File: src/rtl/alu_share_arbiter_pkg.sv
// Shared constants and types for the round-robin shared-ALU arbiter.
package alu_share_arbiter_pkg;

  localparam int unsigned OPND_W = 4;
  localparam int unsigned RES_W  = 8;
  localparam int unsigned OP_W   = 2;

  localparam logic [OP_W-1:0] OP_ADD    = 2'b00;
  localparam logic [OP_W-1:0] OP_SUB_AB = 2'b01;
  localparam logic [OP_W-1:0] OP_SUB_BA = 2'b10;
  localparam logic [OP_W-1:0] OP_MUL    = 2'b11;

  typedef enum logic [0:0] {
    ST_IDLE = 1'b0,
    ST_HOLD = 1'b1
  } arb_state_e;

endpackage

File: src/rtl/alu_share_arbiter_alu_4bit_core.sv
// Combinational 4-bit add/sub/mul unit producing an 8-bit result.
module alu_4bit_core
  import alu_share_arbiter_pkg::*;
(
  input  logic [OPND_W-1:0] a_i,
  input  logic [OPND_W-1:0] b_i,
  input  logic [OP_W-1:0]   op_i,
  output logic [RES_W-1:0]  result_o
);

  logic [RES_W-1:0] a_ext;
  logic [RES_W-1:0] b_ext;

  assign a_ext = RES_W'(a_i);
  assign b_ext = RES_W'(b_i);

  // Select the operation; subtraction wraps modulo 256, multiply is unsigned.
  always_comb begin
    result_o = '0;
    unique case (op_i)
      OP_ADD:    result_o = a_ext + b_ext;
      OP_SUB_AB: result_o = a_ext - b_ext;
      OP_SUB_BA: result_o = b_ext - a_ext;
      OP_MUL:    result_o = a_ext * b_ext;
      default:   result_o = '0;
    endcase
  end

endmodule

File: src/rtl/alu_share_arbiter.sv
// Round-robin arbiter sharing one 4-bit ALU among NREQ requesters, one result slot.
module alu_share_arbiter
  import alu_share_arbiter_pkg::*;
#(
  parameter int unsigned NREQ         = 4,
  parameter int unsigned RR_RESET_PTR = 0
) (
  input  logic                           clk,
  input  logic                           rst_n,
  input  logic [NREQ-1:0]                req_valid,
  input  logic [NREQ-1:0][OPND_W-1:0]    req_a,
  input  logic [NREQ-1:0][OPND_W-1:0]    req_b,
  input  logic [NREQ-1:0][OP_W-1:0]      req_op,
  output logic [NREQ-1:0]                req_ready,
  output logic                           rsp_valid,
  input  logic                           rsp_ready,
  output logic [RES_W-1:0]               rsp_result,
  output logic [$clog2(NREQ)-1:0]        rsp_id
);

  localparam int unsigned IDW = $clog2(NREQ);

  arb_state_e       state_q, state_d;
  logic [IDW-1:0]   ptr_q, ptr_d;
  logic [RES_W-1:0] rsp_result_q, rsp_result_d;
  logic [IDW-1:0]   rsp_id_q, rsp_id_d;

  logic             grant_ok;
  logic             found;
  logic [IDW-1:0]   pick;
  logic             accept;
  logic [RES_W-1:0] alu_res;
  int unsigned      idx;

  // Grant window: idle, or holding a result that is being consumed this cycle.
  assign grant_ok = rst_n && ((state_q == ST_IDLE) || rsp_ready);

  // First valid requester at or after ptr, in circular order.
  always_comb begin
    found = 1'b0;
    pick  = '0;
    idx   = 0;
    for (int unsigned k = 0; k < NREQ; k++) begin
      idx = (int'(ptr_q) + k) % NREQ;
      if (!found && req_valid[idx]) begin
        found = 1'b1;
        pick  = IDW'(idx);
      end
    end
  end

  assign accept = grant_ok && found;

  // One-hot grant to the picked requester.
  always_comb begin
    req_ready = '0;
    if (accept) req_ready[pick] = 1'b1;
  end

  alu_4bit_core u_alu (
    .a_i      (req_a[pick]),
    .b_i      (req_b[pick]),
    .op_i     (req_op[pick]),
    .result_o (alu_res)
  );

  // State, pointer and result registers with synchronous reset.
  always_ff @(posedge clk) begin
    if (!rst_n) begin
      state_q      <= ST_IDLE;
      ptr_q        <= IDW'(RR_RESET_PTR);
      rsp_result_q <= '0;
      rsp_id_q     <= '0;
    end else begin
      state_q      <= state_d;
      ptr_q        <= ptr_d;
      rsp_result_q <= rsp_result_d;
      rsp_id_q     <= rsp_id_d;
    end
  end

  // Next-state: hold while a result is pending or a new one is accepted.
  always_comb begin
    state_d = state_q;
    unique case (state_q)
      ST_IDLE: if (accept) state_d = ST_HOLD;
      ST_HOLD: if (rsp_ready) state_d = accept ? ST_HOLD : ST_IDLE;
      default: state_d = ST_IDLE;
    endcase
  end

  // Datapath updates on acceptance; pointer advances past the granted requester.
  always_comb begin
    ptr_d        = ptr_q;
    rsp_result_d = rsp_result_q;
    rsp_id_d     = rsp_id_q;
    if (accept) begin
      rsp_result_d = alu_res;
      rsp_id_d     = pick;
      ptr_d        = (32'(pick) == NREQ - 1) ? '0 : IDW'(32'(pick) + 1);
    end
  end

  assign rsp_valid  = (state_q == ST_HOLD);
  assign rsp_result = rsp_result_q;
  assign rsp_id     = rsp_id_q;

endmodule

File: config.mk
export PLATFORM = sky130hd
export DESIGN_NAME = alu_share_arbiter
export DESIGN_NICKNAME = d
export VERILOG_FILES = /design/src/rtl/alu_share_arbiter_pkg.sv /design/src/rtl/alu_share_arbiter_alu_4bit_core.sv /design/src/rtl/alu_share_arbiter.sv
export SDC_FILE = /design/constraint.sdc
export NUM_CORES = 1
export LEC_CHECK = 0
export CORE_UTILIZATION = 48
export DETAILED_ROUTE_END_ITERATION = 6
export GPL_ROUTABILITY_DRIVEN = 0
export GPL_TIMING_DRIVEN = 0
export PLACE_DENSITY = 0.77
export SLEW_MARGIN = 20
export SYNTH_ARGS = -nofsm -noshare
export SYNTH_HDL_FRONTEND = slang
export SYNTH_SLANG_ARGS = --single-unit
File: constraint.sdc
create_clock -name clk -period 6.63 [get_ports clk]
set_input_delay 1.326 -clock clk [delete_from_list [all_inputs] [get_ports clk]]
set_output_delay 1.326 -clock clk [all_outputs]
set_load 0.01 [all_outputs]
Yosys cells after proc, flatten, opt, wreduce, memory -nomap -nowiden
Cells that the tools add are included.
Widths: inputs -> output; s select.

word-level totals
  output and inout bits = 15
  bits of input ports = 47
  register bits = 13
  word-level logic and storage cells = 64

cells by class
  muxes and demuxes = 30
  $mul = 1
  eq/ne operators = 4
  $lt $le $gt $ge = 6
  reductions and logical operators = 11
  bitwise operators = 1
  add/subtract/negate cells = 7

operators with widths
  operator             count
  $pmux 8 s4           1
  $bmux 4 s2           2
  $lt 2x3->1 const B   5
  $mux 2               6
  $mux 4               3
  $mux 1               11
  $sub 4x4->5          2
  $bmux 1 s2           4
  $mul 4x4->8          1
  $eq 2x2->1 const B   3
  $logic_and 1x1->1    6
  $add 4x4->5          1
  $add 2x1->2 const B  2
  $add 2x2->2 const B  2
  $bmux 2 s2           1
  $logic_not 1->1      3
  $demux 1 s2          1
  $eq 2x1->1 const B   1
  $ge 2x1->1 const B   1
  $logic_not 2->1      1
  $pmux 1 s2           1
  $logic_or 1x1->1     1
  $not 1->1            1

Depth between registers and ports, before layout
  word-level depth = 17
  depth in mapped cells = 22
  gate-level depth less buffers = 21

Cells and area by module
Synthesis repeated with hierarchy kept, for this count alone.

unflattened totals
  cell total of the unflattened synthesis = 230
  area, all modules = 1938.1 µm²

modules (own cells, without submodules)
  module             sequential area each (µm²)  area an instance (µm²)  times used  cells each
  alu_4bit_core      0.0                         1001.0                  1           122
  alu_share_arbiter  260.2                       937.1                   1           108

Worst setup path after synthesis
Ideal clock, no wire load.

  path type = input-to-reg
  from = input req_valid[2]
  to = register rsp_result_q[7], in the netlist rsp_result[7]
  cell stages on the path = 20
  library setup time = 0.060 ns
  data required time = 6.570 ns
  path buffers = 1
  arrival = 5.281 ns
  slack = 1.289 ns
  cells stage by stage = nor2b_1 > a221o_1 > nand2_4 > inv_8 > buf_6 > mux2_1 > o21ai_1 > inv_1 > nand2_1 > fa_1 > inv_1 > fa_1 > ha_1 > a211oi_1 > o21bai_1 > a21oi_1 > xnor2_1 > nand2_1 > a21oi_1 > o221a_1

between the ends
  word-level cells in the longest chain between the ends = 16
  elaborated cells between the ends (all ways) = 37
  classes of those cells = add/sub (2); mul (1); eq/ne (3); mux (23); reduce/logical (8)

RTL lines
  element                                               line                                   RTL
  start, declared                                       alu_share_arbiter.sv:10                input logic [NREQ-1:0] req_valid,
  $bmux 1 s2                                            alu_share_arbiter.sv:45                if (!found && req_valid[idx]) begin
  $mux 1 (implied by the code)                          alu_share_arbiter.sv:45
  $mux 1                                                alu_share_arbiter.sv:45
  $logic_not 1->1                                       alu_share_arbiter.sv:45
  $logic_and 1x1->1                                     alu_share_arbiter.sv:45
  $mux 1                                                alu_share_arbiter.sv:45
  $logic_not 1->1                                       alu_share_arbiter.sv:45
  $logic_and 1x1->1                                     alu_share_arbiter.sv:45
  $mux 1                                                alu_share_arbiter.sv:45
  $logic_not 1->1                                       alu_share_arbiter.sv:45
  $logic_and 1x1->1                                     alu_share_arbiter.sv:45
  $mux 2                                                alu_share_arbiter.sv:45
  $bmux 4 s2 (tied with other cells)                    alu_share_arbiter.sv:61                .a_i (req_a[pick]),
  $mux 4 (implied by the code) (tied with other cells)  alu_share_arbiter.sv:61
  $mul 4x4->8 (tied with other cells)                   alu_share_arbiter_alu_4bit_core.sv:24  OP_MUL: result_o = a_ext * b_ext;
  $pmux 8 s4                                            alu_share_arbiter_alu_4bit_core.sv:20  unique case (op_i)
  end signal, assigned                                  alu_share_arbiter.sv:77                rsp_result_q <= rsp_result_d;
  end, declared                                         alu_share_arbiter.sv:25                logic [RES_W-1:0] rsp_result_q, rsp_result_d;

Several ways; a longest one is shown, not always the timed one. The select of a mux whose other input is x is not followed.
A chain may end at the register's enable or synchronous reset.

Final worst setup path
Same ends and word-level chain as after synthesis.

==> metrics <==
Hold Crit Endpoint rsp_result[0]; GRT Overall Usage a little under a quarter; row cnt 23; crit-path cells clkdlybuf4s50_1 > nor2b_1 > a221o_1 > nand2_4 > inv_8 > buf_6 > mux2_1 > o21ai_1 > inv_1 > nand2_1 > fa_1 > inv_1 > fa_1 > ha_1 > a211oi_1 > o21bai_1 > a21oi_1 > xnor2_1 > nand2_1 > a21oi_1 > o221a_1; initial antenna violation count 0; Worst Path Max Fanout 10; Gate Count Post-Synth approximately 260; Comb power frac between 70 and 80%; flop2flop setup slack 1.78 ns; sequential fraction of the synthesis area between 10% and 20%; vias after detailed routing approximately 2.0k; antenna-violating nets left 0; asr flop ratio synth 0%; Sw Ratio a little under half; Buf/Inv on CP 5; Die Area 4590 um2; relative slew slack approximately 58%; global-route wire length before repair approximately 8.2 mm; Final Hold Fails 0; Worst Skew between 0.002 and 0.003 ns; max incr delay on CP between 0.5 and 0.6 ns; GR Overflow Total 0; crit path DAT around 6.3 ns; Max stage delay cell, worst path o21ai_1; type of origin of the critical path input port; post-CTS setup buffers 0; DP Cell Count around 370; Initial Util 50.7%; top_reg_cell synth dfxtp_1; Wirelength per Cell 13.4 um; post-route clock period utilization 91.8%; crit path time final ~6.1 ns; Critical R2R Launch ptr_q[1]; Hold Crit Class register to register; most frequent cells in the layout clkdlybuf4s50_1 (61), ha_1 (28), nor2_1 (22), nand2_1 (22), inv_1 (18); Area Overhead vs Synth 34.6%; CTS HTree Levels 1; cts bufs inserted 3; Reg power frac about an eighth; family with the most delay on the worst path compound AO/OA/AOI/OAI gates; hold_buf cts 0; Max-Cap Viols 0; maximum clock path buffer count 2; Int Pwr between 400 and 500 uW; CTS tree done; main combinational cell family by area after synthesis adder cells; worst setup path class input port to register; Worst Tran Pin Value 0.633 ns; commonest non-fill, non-tap cell in the layout clkdlybuf4s50_1; post-CTS sizing 0; core area approximately 4100 um2; First-pass DRT Iterations 4; Post-Synth Simple-Gate Area approximately a fifth; Cell Area, Synth slightly above 2000 um2; Final Non-Filler Cells approximately 370; hold-critical path depth 2; setup tns final 0 ns; Netlist cell types 52; Clock transition at path regs 0.05 ns; layout cells sized above 1 under 10%; 1st-iter DRT viols between 50 and 60; CTS root buffer clkbuf_8; Pwr per Cell Area 325 nW/um2; XOR/XNOR Fraction of Synth Area under 10%; largest net degree at the start of global routing 12; Clk pwr share 7.7%; run status complete, no violations; RR Endpoint rsp_result[7]; Worst EP required 6.82 ns; min-delay src rsp_result[0]; routed vias/inst approximately 5.5; Psw 432 uW; Syn Nets roughly 340; Max Slew Vio Count 0; Fmax ~0.16 GHz; dpl cell area 2750 um2; mux share of post-synthesis cell area roughly 15%; number of enable flip-flop cells after synthesis 0; Compound-Gate Fraction of Synth Area between 10% and 20%; FF-to-FF path depth 20; CP Depth 21; die width slightly below 70 um; routed wire length between 5 and 6 mm; final net count slightly above 400; DP HPWL around 4.2 mm; Die Ht 67.7 um; vias in the first global route 1939; post-synthesis adder-cell area fraction between 20% and 30%; leakage power total about 0.0012 uW; peak supply drop roughly 0.23 mV; I/O pin count 62; synth warn 0; syn_area_per_cell roughly 8.1 um2; PortBufs between 60 and 70; Sink Count 13; DRC 0; worst skew pair latency about 0.24 ns; ant diodes 0; Seq cells post-synth 13; endpoints failing setup 0; crit end category register; unrepaired setup endpoints after global routing no; final instance area between 2000 and 3000 um2
[power groups by stage]
stage	registers, uW	logic [uW]	clock network, uW
after detailed placement	114	719	0
after floorplan	121	516	0
after CTS	112	728	71.3
after global routing	115	815	75.2
final	113	725	70.3
after global placement	113	709	0
[worst register-to-register path, stage by stage, from the launching register on]
cell and delay [ns]:
dfxtp_1 0.39, nand2_1 0.10, a221o_1 0.34, nand2_4 0.13, inv_8 0.07, buf_6 0.15
mux2_1 0.31, o21ai_1 0.51, inv_1 0.23, nand2_1 0.15, fa_1 0.42, inv_1 0.09
fa_1 0.41, ha_1 0.33, a211oi_1 0.29, o21bai_1 0.12, a21oi_1 0.17, xnor2_1 0.16
nand2_1 0.08, a21oi_1 0.15, o221a_1 0.19
[area by class of cell]
type	instances	area, um2
plain buffers	10	50.0
clock buffers	4	45.0
fillers	380	1290
inverters	24	98.8
multi-input cells	210	1660
flip-flops and latches	13	260
well taps	50	62.6
repair buffers	61	611
[sequential cells by signal, summed over array words and instances, names as in the netlist]
name        cells
rsp_valid       1
rsp_id          2
rsp_result      8
ptr_q           2
[per-stage QoR]
stage	utilization [%]	worst slack [ns]	total power, uW	hold WS (ns)
after global placement	67.2	0.295	822	0.455
after global routing	68.3	0.157	1010	0.500
after detailed placement	67.2	0.231	833	0.461
final	68.3	0.541	908	0.468
after CTS	68.3	0.476	912	0.468
after floorplan	-	1.29	637	0.477
[worst max path at each step]
stage	from	end	slack (ns)
finish	req_valid[2]	rsp_result[7]	0.54
global route	req_valid[2]	rsp_result[7]	0.16
CTS	req_valid[2]	rsp_result[7]	0.48
detailed placement	req_valid[2]	rsp_result[7]	0.23
global placement	req_valid[2]	rsp_result[7]	0.30
floorplan	req_valid[2]	rsp_result[7]	1.29
[per-layer routing]
metal  vias up  routed length (um)  track usage, %
li1       1044                   -               -
met3         5                 198            1.35
met4         0                  31            4.52
met2        62                2490            43.8
met1       933                2280            28.0
met5         -                   0               0
[synth_stat cells (all sizes together) (2+ instances only)]
| library cell | n | area (um2) |
|---|---|---|
| mux2 | 10 | 116 |
| o21ai | 13 | 65.1 |
| or3 | 2 | 12.5 |
| o21bai | 5 | 37.5 |
| a211oi | 3 | 22.5 |
| a21o | 4 | 30.0 |
| nor2b | 5 | 31.3 |
| a311oi | 3 | 26.3 |
| ha | 28 | 350 |
| o31ai | 2 | 15.0 |
| nor3 | 2 | 10.0 |
| inv | 23 | 93.8 |
| dfxtp | 13 | 260 |
| and2 | 4 | 25.0 |
| fa | 7 | 140 |
| a221o | 2 | 20.0 |
| nand2b | 4 | 25.0 |
| o221a | 3 | 33.8 |
| mux2i | 16 | 201 |
| a21oi | 16 | 80.1 |
| and3 | 2 | 12.5 |
| nand3 | 14 | 70.1 |
| nor2 | 22 | 82.6 |
| nor3b | 2 | 15.0 |
| clkbuf | 5 | 18.8 |
| xnor2 | 4 | 35.0 |
| buf | 5 | 31.3 |
| nand2 | 23 | 93.8 |
[logic make-up after synthesis]
| logic type | count (synthesis) |
|---|---|
| and+or+nand+nor | 83 |
| AOI/OAI and AO/OA | 61 |
| adders and majority gates | 35 |
| buffers and inverters | 34 |
| muxes | 26 |
| DFF | 13 |
| xor gates and xnor gates | 5 |
Note: power is estimated with default switching activity, not from simulation.
